<file path="src/rtl/spi_gyro_if.sv">
// spi_gyro_if
//   Bundles every signal exchanged between the gyro responder and its
//   surroundings: the SPI pins, the synthetic sample feed, the interrupt and
//   the exported control registers.
//
//   Handshake: sample_valid is a one-cycle strobe with no ready. The responder
//   always accepts; the sample_x/y/z values are taken in the cycle where
//   sample_valid is high and may change freely afterwards.
//
//   Modports:
//     slave  - the responder (SPI slave, sample consumer)
//     master - the SPI master / sample source (bench or fusion path)
interface spi_gyro_if;
  logic        sclk;
  logic        mosi;
  logic        ss_n;
  logic        miso;
  logic        sample_valid;
  logic [15:0] sample_x;
  logic [15:0] sample_y;
  logic [15:0] sample_z;
  logic        int2;
  logic [7:0]  ctrl1;
  logic [7:0]  ctrl2;
  logic [7:0]  ctrl3;
  logic [7:0]  ctrl4;
  logic [7:0]  ctrl5;

  modport slave (
    input  sclk, mosi, ss_n, sample_valid, sample_x, sample_y, sample_z,
    output miso, int2, ctrl1, ctrl2, ctrl3, ctrl4, ctrl5
  );

  modport master (
    output sclk, mosi, ss_n, sample_valid, sample_x, sample_y, sample_z,
    input  miso, int2, ctrl1, ctrl2, ctrl3, ctrl4, ctrl5
  );
endinterface

</file>
<file path="src/rtl/spi_gyro_responder.sv">
// spi_gyro_responder
//   SPI mode-3 slave emulating a 3-axis gyro register file, clocked entirely
//   in the clk domain (clk must be >= 8x sclk). Supports single/burst
//   register writes and reads with optional auto-increment, a coherent
//   sample snapshot and a data-ready interrupt.
//
//   Ports:
//     clk, rst   - system clock, synchronous active-high reset
//     bus        - spi_gyro_if.slave (SPI pins, sample feed, int2, ctrl1..5)
//     dbg_state  - current FSM state (0 IDLE, 1 CMD, 2 WRITE, 3 READ)
module spi_gyro_responder #(
  parameter logic [7:0] WHO_AM_I_VAL = 8'hD3,
  parameter int         SYNC_STAGES  = 2      // must be >= 2
) (
  input  logic        clk,
  input  logic        rst,
  spi_gyro_if.slave   bus,
  output logic [1:0]  dbg_state
);

  typedef enum logic [1:0] {IDLE = 2'd0, CMD = 2'd1, WRITE = 2'd2, READ = 2'd3} state_t;

  // ---------------- input synchronizers and edge detect ----------------
  logic [SYNC_STAGES-1:0] sclk_sync, mosi_sync, ss_sync;
  logic sclk_d, ss_d;

  // ss_n synchronizer resets low (as if mid-frame): a real ss_n that is low
  // across reset then produces no fall, so the rest of that frame is ignored
  // until ss_n has been seen high.
  always_ff @(posedge clk) begin
    if (rst) begin
      sclk_sync <= '1;
      mosi_sync <= '0;
      ss_sync   <= '0;
      sclk_d    <= 1'b1;
      ss_d      <= 1'b0;
    end else begin
      sclk_sync <= {sclk_sync[SYNC_STAGES-2:0], bus.sclk};
      mosi_sync <= {mosi_sync[SYNC_STAGES-2:0], bus.mosi};
      ss_sync   <= {ss_sync[SYNC_STAGES-2:0], bus.ss_n};
      sclk_d    <= sclk_sync[SYNC_STAGES-1];
      ss_d      <= ss_sync[SYNC_STAGES-1];
    end
  end

  logic sclk_s, mosi_s, ss_s;
  logic sclk_rise, sclk_fall, ss_fall, ss_rise;
  assign sclk_s    = sclk_sync[SYNC_STAGES-1];
  assign mosi_s    = mosi_sync[SYNC_STAGES-1];
  assign ss_s      = ss_sync[SYNC_STAGES-1];
  assign sclk_rise = sclk_s & ~sclk_d & ~ss_s;
  assign sclk_fall = ~sclk_s & sclk_d & ~ss_s;
  assign ss_fall   = ~ss_s & ss_d;
  assign ss_rise   = ss_s & ~ss_d;

  // ---------------- register file state ----------------
  state_t      state;
  logic [2:0]  bit_cnt;
  logic [6:0]  rx_sh;
  logic [7:0]  tx;
  logic [5:0]  addr;
  logic        ms;
  logic        miso_r, int2_r;
  logic [7:0]  ctrl_r [5];
  logic [15:0] out_x, out_y, out_z;
  logic [15:0] sh_x, sh_y, sh_z;
  logic        pending, drdy, overrun;

  logic [7:0] rx_byte;
  logic       byte_done;
  logic [5:0] next_addr;
  logic       drdy_clr;
  logic       load_direct, load_shadow;

  assign rx_byte   = {rx_sh, mosi_s};
  assign byte_done = sclk_rise && (bit_cnt == 3'd7) && (state != IDLE);
  assign next_addr = ms ? addr + 6'd1 : addr;   // 0x3F wraps to 0x00
  // The last byte of the burst (0x2D) completes on its 8th rise; that is
  // also where the tx reload happens, so one condition covers both the
  // reload case and a frame that ends right after that byte.
  assign drdy_clr    = (state == READ) && byte_done && (addr == 6'h2D);
  assign load_direct = bus.sample_valid & ss_s;
  assign load_shadow = pending & ss_rise;

  function automatic logic [7:0] reg_at(input logic [5:0] a);
    logic [7:0] v;
    v = 8'h00;
    case (a)
      6'h0F:                             v = WHO_AM_I_VAL;
      6'h20, 6'h21, 6'h22, 6'h23, 6'h24: v = ctrl_r[a[2:0]];
      6'h27:                             v = {overrun, 3'b000, drdy, 3'b000};
      6'h28:                             v = out_x[7:0];
      6'h29:                             v = out_x[15:8];
      6'h2A:                             v = out_y[7:0];
      6'h2B:                             v = out_y[15:8];
      6'h2C:                             v = out_z[7:0];
      6'h2D:                             v = out_z[15:8];
      default:                           v = 8'h00;
    endcase
    return v;
  endfunction

  // ---------------- SPI FSM ----------------
  always_ff @(posedge clk) begin
    if (rst) begin
      state   <= IDLE;
      bit_cnt <= 3'd0;
      rx_sh   <= 7'd0;
      tx      <= 8'd0;
      addr    <= 6'd0;
      ms      <= 1'b0;
      miso_r  <= 1'b1;
      int2_r  <= 1'b0;
      for (int i = 0; i < 5; i++) ctrl_r[i] <= 8'h00;
    end else begin
      int2_r <= drdy & ctrl_r[2][3];
      if (state == IDLE) begin
        miso_r  <= 1'b1;
        bit_cnt <= 3'd0;
        if (ss_fall) begin
          state  <= CMD;
          tx     <= 8'h00;
          miso_r <= 1'b0;
        end
      end else if (ss_rise) begin
        // Frame ended: any partial byte is dropped with no side effect.
        state   <= IDLE;
        miso_r  <= 1'b1;
        bit_cnt <= 3'd0;
      end else begin
        if (sclk_rise) begin
          rx_sh   <= rx_byte[6:0];
          bit_cnt <= bit_cnt + 3'd1;
        end
        if (sclk_fall) begin
          miso_r <= tx[7];
          tx     <= {tx[6:0], 1'b0};
        end
        if (byte_done) begin
          case (state)
            CMD: begin
              ms   <= rx_byte[6];
              addr <= rx_byte[5:0];
              if (rx_byte[7]) begin
                state <= READ;
                tx    <= reg_at(rx_byte[5:0]);
              end else begin
                state <= WRITE;
              end
            end
            WRITE: begin
              if (addr >= 6'h20 && addr <= 6'h24) ctrl_r[addr[2:0]] <= rx_byte;
              addr <= next_addr;
            end
            READ: begin
              tx   <= reg_at(next_addr);
              addr <= next_addr;
            end
            default: ;
          endcase
        end
      end
    end
  end

  // ---------------- sample capture, drdy / overrun ----------------
  always_ff @(posedge clk) begin
    if (rst) begin
      out_x   <= 16'd0;
      out_y   <= 16'd0;
      out_z   <= 16'd0;
      sh_x    <= 16'd0;
      sh_y    <= 16'd0;
      sh_z    <= 16'd0;
      pending <= 1'b0;
      drdy    <= 1'b0;
      overrun <= 1'b0;
    end else begin
      // Inside a frame new samples wait in the shadow so a burst read never
      // mixes two samples; the newest strobe overwrites the shadow.
      if (bus.sample_valid && !ss_s) begin
        sh_x    <= bus.sample_x;
        sh_y    <= bus.sample_y;
        sh_z    <= bus.sample_z;
        pending <= 1'b1;
      end else if (ss_rise) begin
        pending <= 1'b0;
      end

      if (load_direct) begin
        out_x <= bus.sample_x;
        out_y <= bus.sample_y;
        out_z <= bus.sample_z;
      end else if (load_shadow) begin
        out_x <= sh_x;
        out_y <= sh_y;
        out_z <= sh_z;
      end

      if (load_direct || load_shadow) begin
        drdy <= 1'b1;
        if (drdy) overrun <= 1'b1;
      end else if (drdy_clr) begin
        drdy    <= 1'b0;
        overrun <= 1'b0;
      end
    end
  end

  assign bus.miso  = miso_r;
  assign bus.int2  = int2_r;
  assign bus.ctrl1 = ctrl_r[0];
  assign bus.ctrl2 = ctrl_r[1];
  assign bus.ctrl3 = ctrl_r[2];
  assign bus.ctrl4 = ctrl_r[3];
  assign bus.ctrl5 = ctrl_r[4];
  assign dbg_state = state;

endmodule

</file>
<file path="src/flat_wrapper.sv">
// flat-port wrapper written by rule: the top's interface ports become plain ports
module spi_gyro_responder_flat 
#(
  parameter logic [7:0] WHO_AM_I_VAL = 8'hD3,
  parameter int         SYNC_STAGES  = 2                     
)
  (clk, rst, dbg_state, bus_sclk, bus_mosi, bus_ss_n, bus_sample_valid, bus_sample_x, bus_sample_y, bus_sample_z, bus_miso, bus_int2, bus_ctrl1, bus_ctrl2, bus_ctrl3, bus_ctrl4, bus_ctrl5);
  spi_gyro_if bus_i ();
  input  logic clk;
  input  logic rst;
  output logic [1:0] dbg_state;
  input wire logic [$bits(bus_i.sclk)-1:0] bus_sclk;
  input wire logic [$bits(bus_i.mosi)-1:0] bus_mosi;
  input wire logic [$bits(bus_i.ss_n)-1:0] bus_ss_n;
  input wire logic [$bits(bus_i.sample_valid)-1:0] bus_sample_valid;
  input wire logic [$bits(bus_i.sample_x)-1:0] bus_sample_x;
  input wire logic [$bits(bus_i.sample_y)-1:0] bus_sample_y;
  input wire logic [$bits(bus_i.sample_z)-1:0] bus_sample_z;
  output wire logic [$bits(bus_i.miso)-1:0] bus_miso;
  output wire logic [$bits(bus_i.int2)-1:0] bus_int2;
  output wire logic [$bits(bus_i.ctrl1)-1:0] bus_ctrl1;
  output wire logic [$bits(bus_i.ctrl2)-1:0] bus_ctrl2;
  output wire logic [$bits(bus_i.ctrl3)-1:0] bus_ctrl3;
  output wire logic [$bits(bus_i.ctrl4)-1:0] bus_ctrl4;
  output wire logic [$bits(bus_i.ctrl5)-1:0] bus_ctrl5;
  assign bus_i.sclk = bus_sclk;
  assign bus_i.mosi = bus_mosi;
  assign bus_i.ss_n = bus_ss_n;
  assign bus_i.sample_valid = bus_sample_valid;
  assign bus_i.sample_x = bus_sample_x;
  assign bus_i.sample_y = bus_sample_y;
  assign bus_i.sample_z = bus_sample_z;
  assign bus_miso = bus_i.miso;
  assign bus_int2 = bus_i.int2;
  assign bus_ctrl1 = bus_i.ctrl1;
  assign bus_ctrl2 = bus_i.ctrl2;
  assign bus_ctrl3 = bus_i.ctrl3;
  assign bus_ctrl4 = bus_i.ctrl4;
  assign bus_ctrl5 = bus_i.ctrl5;
  spi_gyro_responder #(.WHO_AM_I_VAL(WHO_AM_I_VAL), .SYNC_STAGES(SYNC_STAGES)) u_core (.clk(clk), .rst(rst), .bus(bus_i), .dbg_state(dbg_state));
endmodule
</file>
<file path="config.mk">
export PLATFORM = sky130hd
export DESIGN_NAME = spi_gyro_responder_flat
export DESIGN_NICKNAME = d
export VERILOG_FILES = /design/src/rtl/spi_gyro_if.sv /design/src/rtl/spi_gyro_responder.sv /design/src/flat_wrapper.sv
export SDC_FILE = /design/constraint.sdc
export NUM_CORES = 1
export LEC_CHECK = 0
export ABC_AREA = 1
export BUFFER_PORTS_ARGS = -buffer_cell sky130_fd_sc_hd__buf_2
export CAP_MARGIN = 20
export CORE_UTILIZATION = 50
export CTS_BUF_LIST = sky130_fd_sc_hd__clkbuf_2 sky130_fd_sc_hd__clkbuf_4 sky130_fd_sc_hd__clkbuf_8
export DETAILED_ROUTE_END_ITERATION = 7
export PLACE_DENSITY = 0.66
export SETUP_SLACK_MARGIN = 0.3
export SYNTH_ARGS = -nofsm -noshare
export SYNTH_HDL_FRONTEND = slang
export SYNTH_SLANG_ARGS = --single-unit
</file>
<file path="constraint.sdc">
create_clock -name clk -period 3.35 [get_ports clk]
set_input_delay 0.335 -clock clk [delete_from_list [all_inputs] [get_ports clk]]
set_output_delay 0.335 -clock clk [all_outputs]
set_load 0.02 [all_outputs]
</file>
# Yosys cells after proc, flatten, opt, wreduce, memory -nomap -nowiden
# Memories as Yosys holds them, arrays and structs flattened.
# Cells that the tools add are included.
# W data, S select, Z words.
totals:
  mem_bits_rw: 40
  inputBits: 54
  word_cells: 149
  ff_bits: 136
  mem_count: 1
op_classes:
  n_mux: 45
  n_lt_le_gt_ge: 2
  n_reduce_logical: 28
  n_bitwise: 15
  eq_ne: 34
  addsub: 2
mem_list:
  columns: ["memory", "depth", "word_bits", "read_ports", "rd_clocked_by_memory_dff", "wr", "line", "rtl"]
  rows:
  - ["u_core.ctrl_r", 5, 8, 7, 0, 5, "spi_gyro_responder.sv:64", "logic [7:0] ctrl_r [5];"]
op_table:
  columns: ["operator", "n"]
  rows:
  - ["$eq A6 B6 Y1 const B", 25]
  - ["$pmux W8 S9", 2]
  - ["$mux W16", 6]
  - ["$mux W8", 7]
  - ["$mux W1", 21]
  - ["$pmux W8 S2", 1]
  - ["$eq A6 B4 Y1 const B", 2]
  - ["$pmux W6 S2", 1]
  - ["$mux W2", 5]
  - ["$reduce_bool A2 Y1", 5]
  - ["$reduce_or A5 Y1", 2]
  - ["$and A1 B1 Y1", 9]
  - ["$reduce_bool A3 Y1", 3]
  - ["$reduce_and A4 Y1", 2]
  - ["$reduce_or A8 Y1", 1]
  - ["$add A6 B1 Y6 const B", 1]
  - ["$ge A6 B6 Y1 const B", 1]
  - ["$le A6 B6 Y1 const B", 1]
  - ["$logic_and A1 B1 Y1", 6]
  - ["$mux W6", 1]
  - ["$not A1 Y1", 6]
  - ["$reduce_and A3 Y1", 2]
  - ["$eq A2 B2 Y1 const B", 2]
  - ["$ne A2 B1 Y1 const B", 2]
  - ["11 further kinds", 12]

# Logic depth before layout (Yosys ltp)
depth:
  depth_word: 12
  depth_mapped: 18
  ltp_nobuf: 17

# Worst setup path before layout
# OpenSTA, ideal clock, no wires.
synth_path:
  path_kind: "register to register"
  start: "reg u_core.state[1], in the netlist u_core.dbg_state[1]"
  end: "mem u_core.ctrl_r[5][0] (enable)"
  period_less_slack_ns: 2.586
  t_required_ns: 2.967
  slack_ns: 0.764
  arrival_ns: 2.203
  path_stages_with_launch: 10
  path_buffers: 1
  setup_ns: 0.383
  path_cell_list: "dfxtp_1 buf_2 nor2_1 nor2_1 inv_1 nor2_2 o2111ai_1 nor2_1 inv_1 nor3_1"
synth_lines:
  columns: ["element", "line", "rtl"]
  rows:
  - ["start, declared", "spi_gyro_responder.sv:57", "state_t state;"]
  - ["start signal, assigned", "spi_gyro_responder.sv:106", "state <= IDLE;"]
  - ["start signal, assigned", "spi_gyro_responder.sv:121", "state <= CMD;"]
  - ["start signal, assigned", "spi_gyro_responder.sv:127", "state <= IDLE;"]
  - ["end, declared", "spi_gyro_responder.sv:64", null]

# Worst setup path after layout
layout_path:
  start: "reg u_core.addr[0]"
  end: "reg u_core.tx[4]"
layout_between:
  elab_chain_cells: 9
  elab_cells_between_ends: 22
  cone_classes: "add/sub: 1; eq/ne: 13; mux: 6; reduce/logical: 1; memory: 1"
layout_lines:
  columns: ["element", "line", "rtl"]
  rows:
  - ["start, declared", "spi_gyro_responder.sv:61", "logic [5:0] addr;"]
  - ["start signal, assigned", "spi_gyro_responder.sv:143", "addr <= rx_byte[5:0];"]
  - ["start signal, assigned", "spi_gyro_responder.sv:153", "addr <= next_addr;"]
  - ["start signal, assigned", "spi_gyro_responder.sv:157", "addr <= next_addr;"]
  - ["$add A6 B1 Y6", "spi_gyro_responder.sv:77", "assign next_addr = ms ? addr + 6'd1 : addr;"]
  - ["$mux W6 (*)", "spi_gyro_responder.sv:77", null]
  - ["$eq A6 B6 Y1", "spi_gyro_responder.sv:88", "case (a)"]
  - ["$reduce_or A5 Y1", "spi_gyro_responder.sv:88", null]
  - ["$pmux W8 S9 (*)", "spi_gyro_responder.sv:88", null]
  - ["$pmux W8 S2 (*)", "spi_gyro_responder.sv:140", "case (state)"]
  - ["$mux W8 (*)", "spi_gyro_responder.sv:139", "if (byte_done) begin"]
  - ["$mux W8 (*)", "spi_gyro_responder.sv:125", "end else if (ss_rise) begin"]
  - ["$mux W8 (*)", "spi_gyro_responder.sv:117", "if (state == IDLE) begin"]
  - ["end signal, assigned", "spi_gyro_responder.sv:137", "tx <= {tx[6:0], 1'b0};"]
  - ["end signal, assigned", "spi_gyro_responder.sv:146", "tx <= reg_at(rx_byte[5:0]);"]
  - ["end signal, assigned", "spi_gyro_responder.sv:156", "tx <= reg_at(next_addr);"]
  - ["end, declared", "spi_gyro_responder.sv:60", "logic [7:0] tx;"]
# Every way passes the cells marked *; elsewhere a longest branch is shown, timed or not. The select of a mux whose other input is x is not followed.
# A chain may end at the register's enable or synchronous reset.

==> summary.md <==
The flow ran to the end, and the final reports show no timing, DRC or antenna violations. For this block, the routed nets add up to 31,800 µm of wire. The die area was 0.0211 mm²; the maximum operating frequency was 354 MHz. In the routed design, unresolved DRC markers number 0. The tree is rooted in a sky130_fd_sc_hd__clkbuf_8.

Setup repair after global routing left no endpoint under its margin. The synthesized design contains 64 enable-type register cells. Sorting the synthesized cells by area gives the leading types as sky130_fd_sc_hd__dfxtp_1 (27%), sky130_fd_sc_hd__edfxtp_1 (19%), sky130_fd_sc_hd__nand2_1 (15%). Max-cap violations in this run came to 0.

The master of the slowest instance on the critical path was sky130_fd_sc_hd__dfxtp_1. The depth of the worst register-to-register path was 16. During synthesis, Yosys emitted a total of 0 warnings.

In this design, the stage delay of the slowest critical-path cell is 0.55 ns. The fraction of registers with async set or reset after synthesis was 0; the number of filler cells placed in the layout was 2,015. Data on the critical path is required at its endpoint by 3.77 ns.

Subtracting the final worst setup slack from the clock period gives 2.82 ns. Walking the worst path, the cells encountered are inv_2 -> ha_1 -> o21ai_4 -> buf_4 -> nand2_4 -> nand2_2 -> nand3_2 -> nor2_4 -> nand3_1 -> nand2_1 -> nor2_1 -> nand3_1 -> nand2_1 -> nand2_1 -> nand2_1 -> a21oi_1. The detailed router finished its first iteration with 896 violations.

The launching point of the worst reg2reg path was u_core.addr[0]. The min-delay analysis places its worst path in the category input pin to flop. The most numerous cell type found on the critical path is sky130_fd_sc_hd__nand2_1. The tools report the critical register-to-register path endpoint as u_core.tx[4].

The sequential cells in the finished layout cover a total of 0.00464 mm². For the final weighted congestion in routability-driven placement, the log shows 0.965. The worst setup path is of the flop to flop kind. Synthesis produced a netlist with a net count of 1,503. Among all flip-flop cells after synthesis, the most frequent one is sky130_fd_sc_hd__dfxtp_1. The cell taking the most area after synthesis was sky130_fd_sc_hd__dfxtp_1. The pin slew with the least headroom to its limit is 0.896 ns.

Across all layers, the routed design uses 9,983 vias. The multi-input gate area in the final layout was 0.00488 mm²; the number of vias per cell was 5.56. Across all register-to-register paths, the minimum setup slack is 0.53 ns. The initial antenna violation count is 0. The mean instance size in the synthesized netlist was 7.11 µm²; the final clock period utilization by the worst path was 0.842. The pre-CTS worst setup slack is 0.532 ns.

The number of global-route vias before repair is 9,069. The analysis attributes to cell leakage a power of 0.00480 µW. The capture point of the worst path is u_core.tx[4]. In this run the number of cells on the critical path is 16.

The fraction of layout instances using a drive strength above 1 works out to 0.134. The finished cells cover 0.0114 mm². The run gives 22,800 µm as the detailed-placement wirelength estimate.

The clock net in this run drives a total of 200 sinks. For the starting density of the core, the log shows 0.509. The max-slew violation count is 0, and the antenna diode count is 0. In the final routed layout, each cell accounts on average for 17.7 µm.

The relative max-transition margin is 0.401, and the vertical die dimension is 145 µm. The netlist area before placement came out at 0.0103 mm². Along the worst path, the maximum fanout reaches 20. In this run, distinct cell masters in the synthesized netlist total 41.

Once detail routing completed, the nets flagged for antenna violations numbered 0. The setup total negative slack was 0 ns; the post-synthesis cell count was 1,444. The die outline width was 145 µm.

The tools report the sequential cell area fraction in the yosys report as 0.452. In this run the worst setup path begins at u_core.addr[0]. For the final count of hold timing violations, the log shows 0. STA classifies the critical path endpoint as a flop.

The number of levels the H-tree was split into was 4; the clock-pin slew reported for the worst setup and hold paths after clock tree synthesis was 0.11 ns. Once routing completed, OpenROAD measured the worst setup slack at 0.528 ns. The portion of synthesized cell area occupied by the leading cell type was 0.265. Critical path data arrival time: 3.24 ns. Clock latency on the worst-skew pair, taken at its later pin, is 0.49 ns. The longest clock path from root to sink contains 2 buffers. During placement, the flow inserted port buffers numbering 97. The critical path's top delay family was simple AND/OR/NAND/NOR gates. After synthesis the netlist holds a flip-flop and latch count of 200.

In this run the power density over the cells is 425 mW/mm². Overall track demand over capacity in global routing: 0.305. The tools report the number of buffers inserted during clock tree synthesis as 17. The count of standard-cell rows is 52, and the final clock skew is 0.0149 ns. The worst setup path is launched from a flop. 98 I/O pins were placed.

The buffering stage count on the worst path with inverters included was 2; the global-route congestion overflow total was 0. Maximum number of pins on one net before global-route repair: 97. For the worst vdd rail ir drop, the log shows 0.248 mV. TritonCTS built the clock tree. The logs give 1,573 for the count of nets after finishing and 4860 µW for the final total power. From synthesis to final layout, the design area changed by 11.4%.

The global-route wire length before repair is 50,300 µm. The core region is 0.0202 mm². For the count of endpoints failing setup in the final report, the log shows 0. The first TritonRoute pass finished after 8 iterations. In this run the cell area measured after placement is 0.0110 mm².
worst reg2reg max path, delay by kind of cell, from the launching register on:
kind,cells,cell delay [ns]
compound gates,2,0.27
fa+ha+maj,1,0.35
buf+inv,2,0.45
flops,1,0.55
simple gates,11,1.16
routing by layer:
| metal | up-vias | global-route usage | wire length (µm) |
|---|---|---|---|
| met5 | - | 0 | 0 |
| met4 | 0 | 0.113 | 906 |
| li1 | 4892 | - | - |
| met3 | 61 | 0.0442 | 2050 |
| met1 | 4629 | 0.417 | 14000 |
| met2 | 401 | 0.489 | 14800 |
worst min path at each step:
stage | from | endpoint | slack, ns | cells past startpoint
2_1_floorplan | u_core.mosi_sync[0] | u_core.mosi_sync[1] | 0.39 | 2
3_3_place_gp | u_core.sclk_sync[0] | u_core.sclk_sync[1] | 0.39 | 1
3_5_place_dp | u_core.mosi_sync[0] | u_core.mosi_sync[1] | 0.40 | 2
4_1_cts | bus_sclk | u_core.sclk_sync[0] | 0.01 | 2
5_1_grt | bus_sclk | u_core.sclk_sync[0] | 0.02 | 2
6_report | bus_sclk | u_core.sclk_sync[0] | 0.03 | 2
flip-flops by register name (all words and copies together), names as in the netlist, 3 cells and up:
signal,count
u_core.ctrl_r,64
u_core.out_x,16
u_core.out_y,16
u_core.out_z,16
u_core.sh_x,16
u_core.sh_y,16
u_core.sh_z,16
u_core.tx,8
u_core.rx_sh,7
u_core.addr,6
u_core.bit_cnt,3
cells by family after synthesis:
family,count (synthesis),share of synthesized area
fa+ha+maj,5,0.00609
mux,1,0.000974
flops,200,0.452
simple gates,738,0.298
buf+inv,192,0.0739
compound gates,308,0.169
cell usage after synthesis, types with 3 or more instances:
cell,count
sky130_fd_sc_hd__clkinv_1,4
sky130_fd_sc_hd__o2111ai_1,7
sky130_fd_sc_hd__a21oi_2,4
sky130_fd_sc_hd__o21a_1,8
sky130_fd_sc_hd__a21oi_1,55
sky130_fd_sc_hd__o2bb2ai_1,3
sky130_fd_sc_hd__or2_2,5
sky130_fd_sc_hd__nand2_2,6
sky130_fd_sc_hd__nand2_1,406
sky130_fd_sc_hd__ha_1,5
sky130_fd_sc_hd__o21ai_1,13
sky130_fd_sc_hd__nor2_2,8
sky130_fd_sc_hd__a211oi_1,3
sky130_fd_sc_hd__clkbuf_1,54
sky130_fd_sc_hd__inv_2,7
sky130_fd_sc_hd__edfxtp_1,64
sky130_fd_sc_hd__buf_6,3
sky130_fd_sc_hd__a31oi_1,50
sky130_fd_sc_hd__nor2_4,6
sky130_fd_sc_hd__nand2_4,6
sky130_fd_sc_hd__nand3_1,85
sky130_fd_sc_hd__o21ai_0,154
sky130_fd_sc_hd__buf_1,5
sky130_fd_sc_hd__nor3_1,5
sky130_fd_sc_hd__dfxtp_1,136
sky130_fd_sc_hd__nand4_1,10
sky130_fd_sc_hd__nor2_1,198
sky130_fd_sc_hd__inv_1,110
sky130_fd_sc_hd__buf_2,7
per-stage QoR:
step           hold slack, ns  cells   util
6_report               0.0286   1797  0.568
3_5_place_dp            0.403   1765  0.545
4_1_cts                0.0139   1797  0.567
3_3_place_gp            0.391   1765  0.545
2_1_floorplan           0.388   1444      -
5_1_grt                0.0175   1797  0.568
cell type report:
class | instances | area share
Sequential cell | 200 | 0.406
Inverter | 121 | 0.0397
Clock inverter | 14 | 0.0179
Tap cell | 270 | 0.0295
Timing Repair Buffer | 122 | 0.0599
Clock buffer | 18 | 0.0211
Multi-Input combinational cell | 1052 | 0.426
cell usage in the layout, fill, tap and decap left out, types with 13 or more instances in the layout:
| cell | instances |
|---|---|
| sky130_fd_sc_hd__a21oi_1 | 55 |
| sky130_fd_sc_hd__a31oi_1 | 50 |
| sky130_fd_sc_hd__buf_2 | 97 |
| sky130_fd_sc_hd__buf_4 | 24 |
| sky130_fd_sc_hd__clkbuf_8 | 17 |
| sky130_fd_sc_hd__dfxtp_1 | 136 |
| sky130_fd_sc_hd__edfxtp_1 | 64 |
| sky130_fd_sc_hd__inv_1 | 109 |
| sky130_fd_sc_hd__nand2_1 | 402 |
| sky130_fd_sc_hd__nand3_1 | 85 |
| sky130_fd_sc_hd__nor2_1 | 198 |
| sky130_fd_sc_hd__o21ai_0 | 154 |
| sky130_fd_sc_hd__o21ai_1 | 13 |
repair_timing:
item,4_1_cts,5_1_grt
endpoints found under the setup margin,0,24
resized for setup,0,3
buffers inserted,0,0
hold buffers,0,0
power by group:
part | internal [µW] | switching (µW)
sequential | 2590 | 79.2
clock | 784 | 957
combinational | 152 | 293
total | 3530 | 1330
Note: power is estimated with default switching activity, not from simulation.
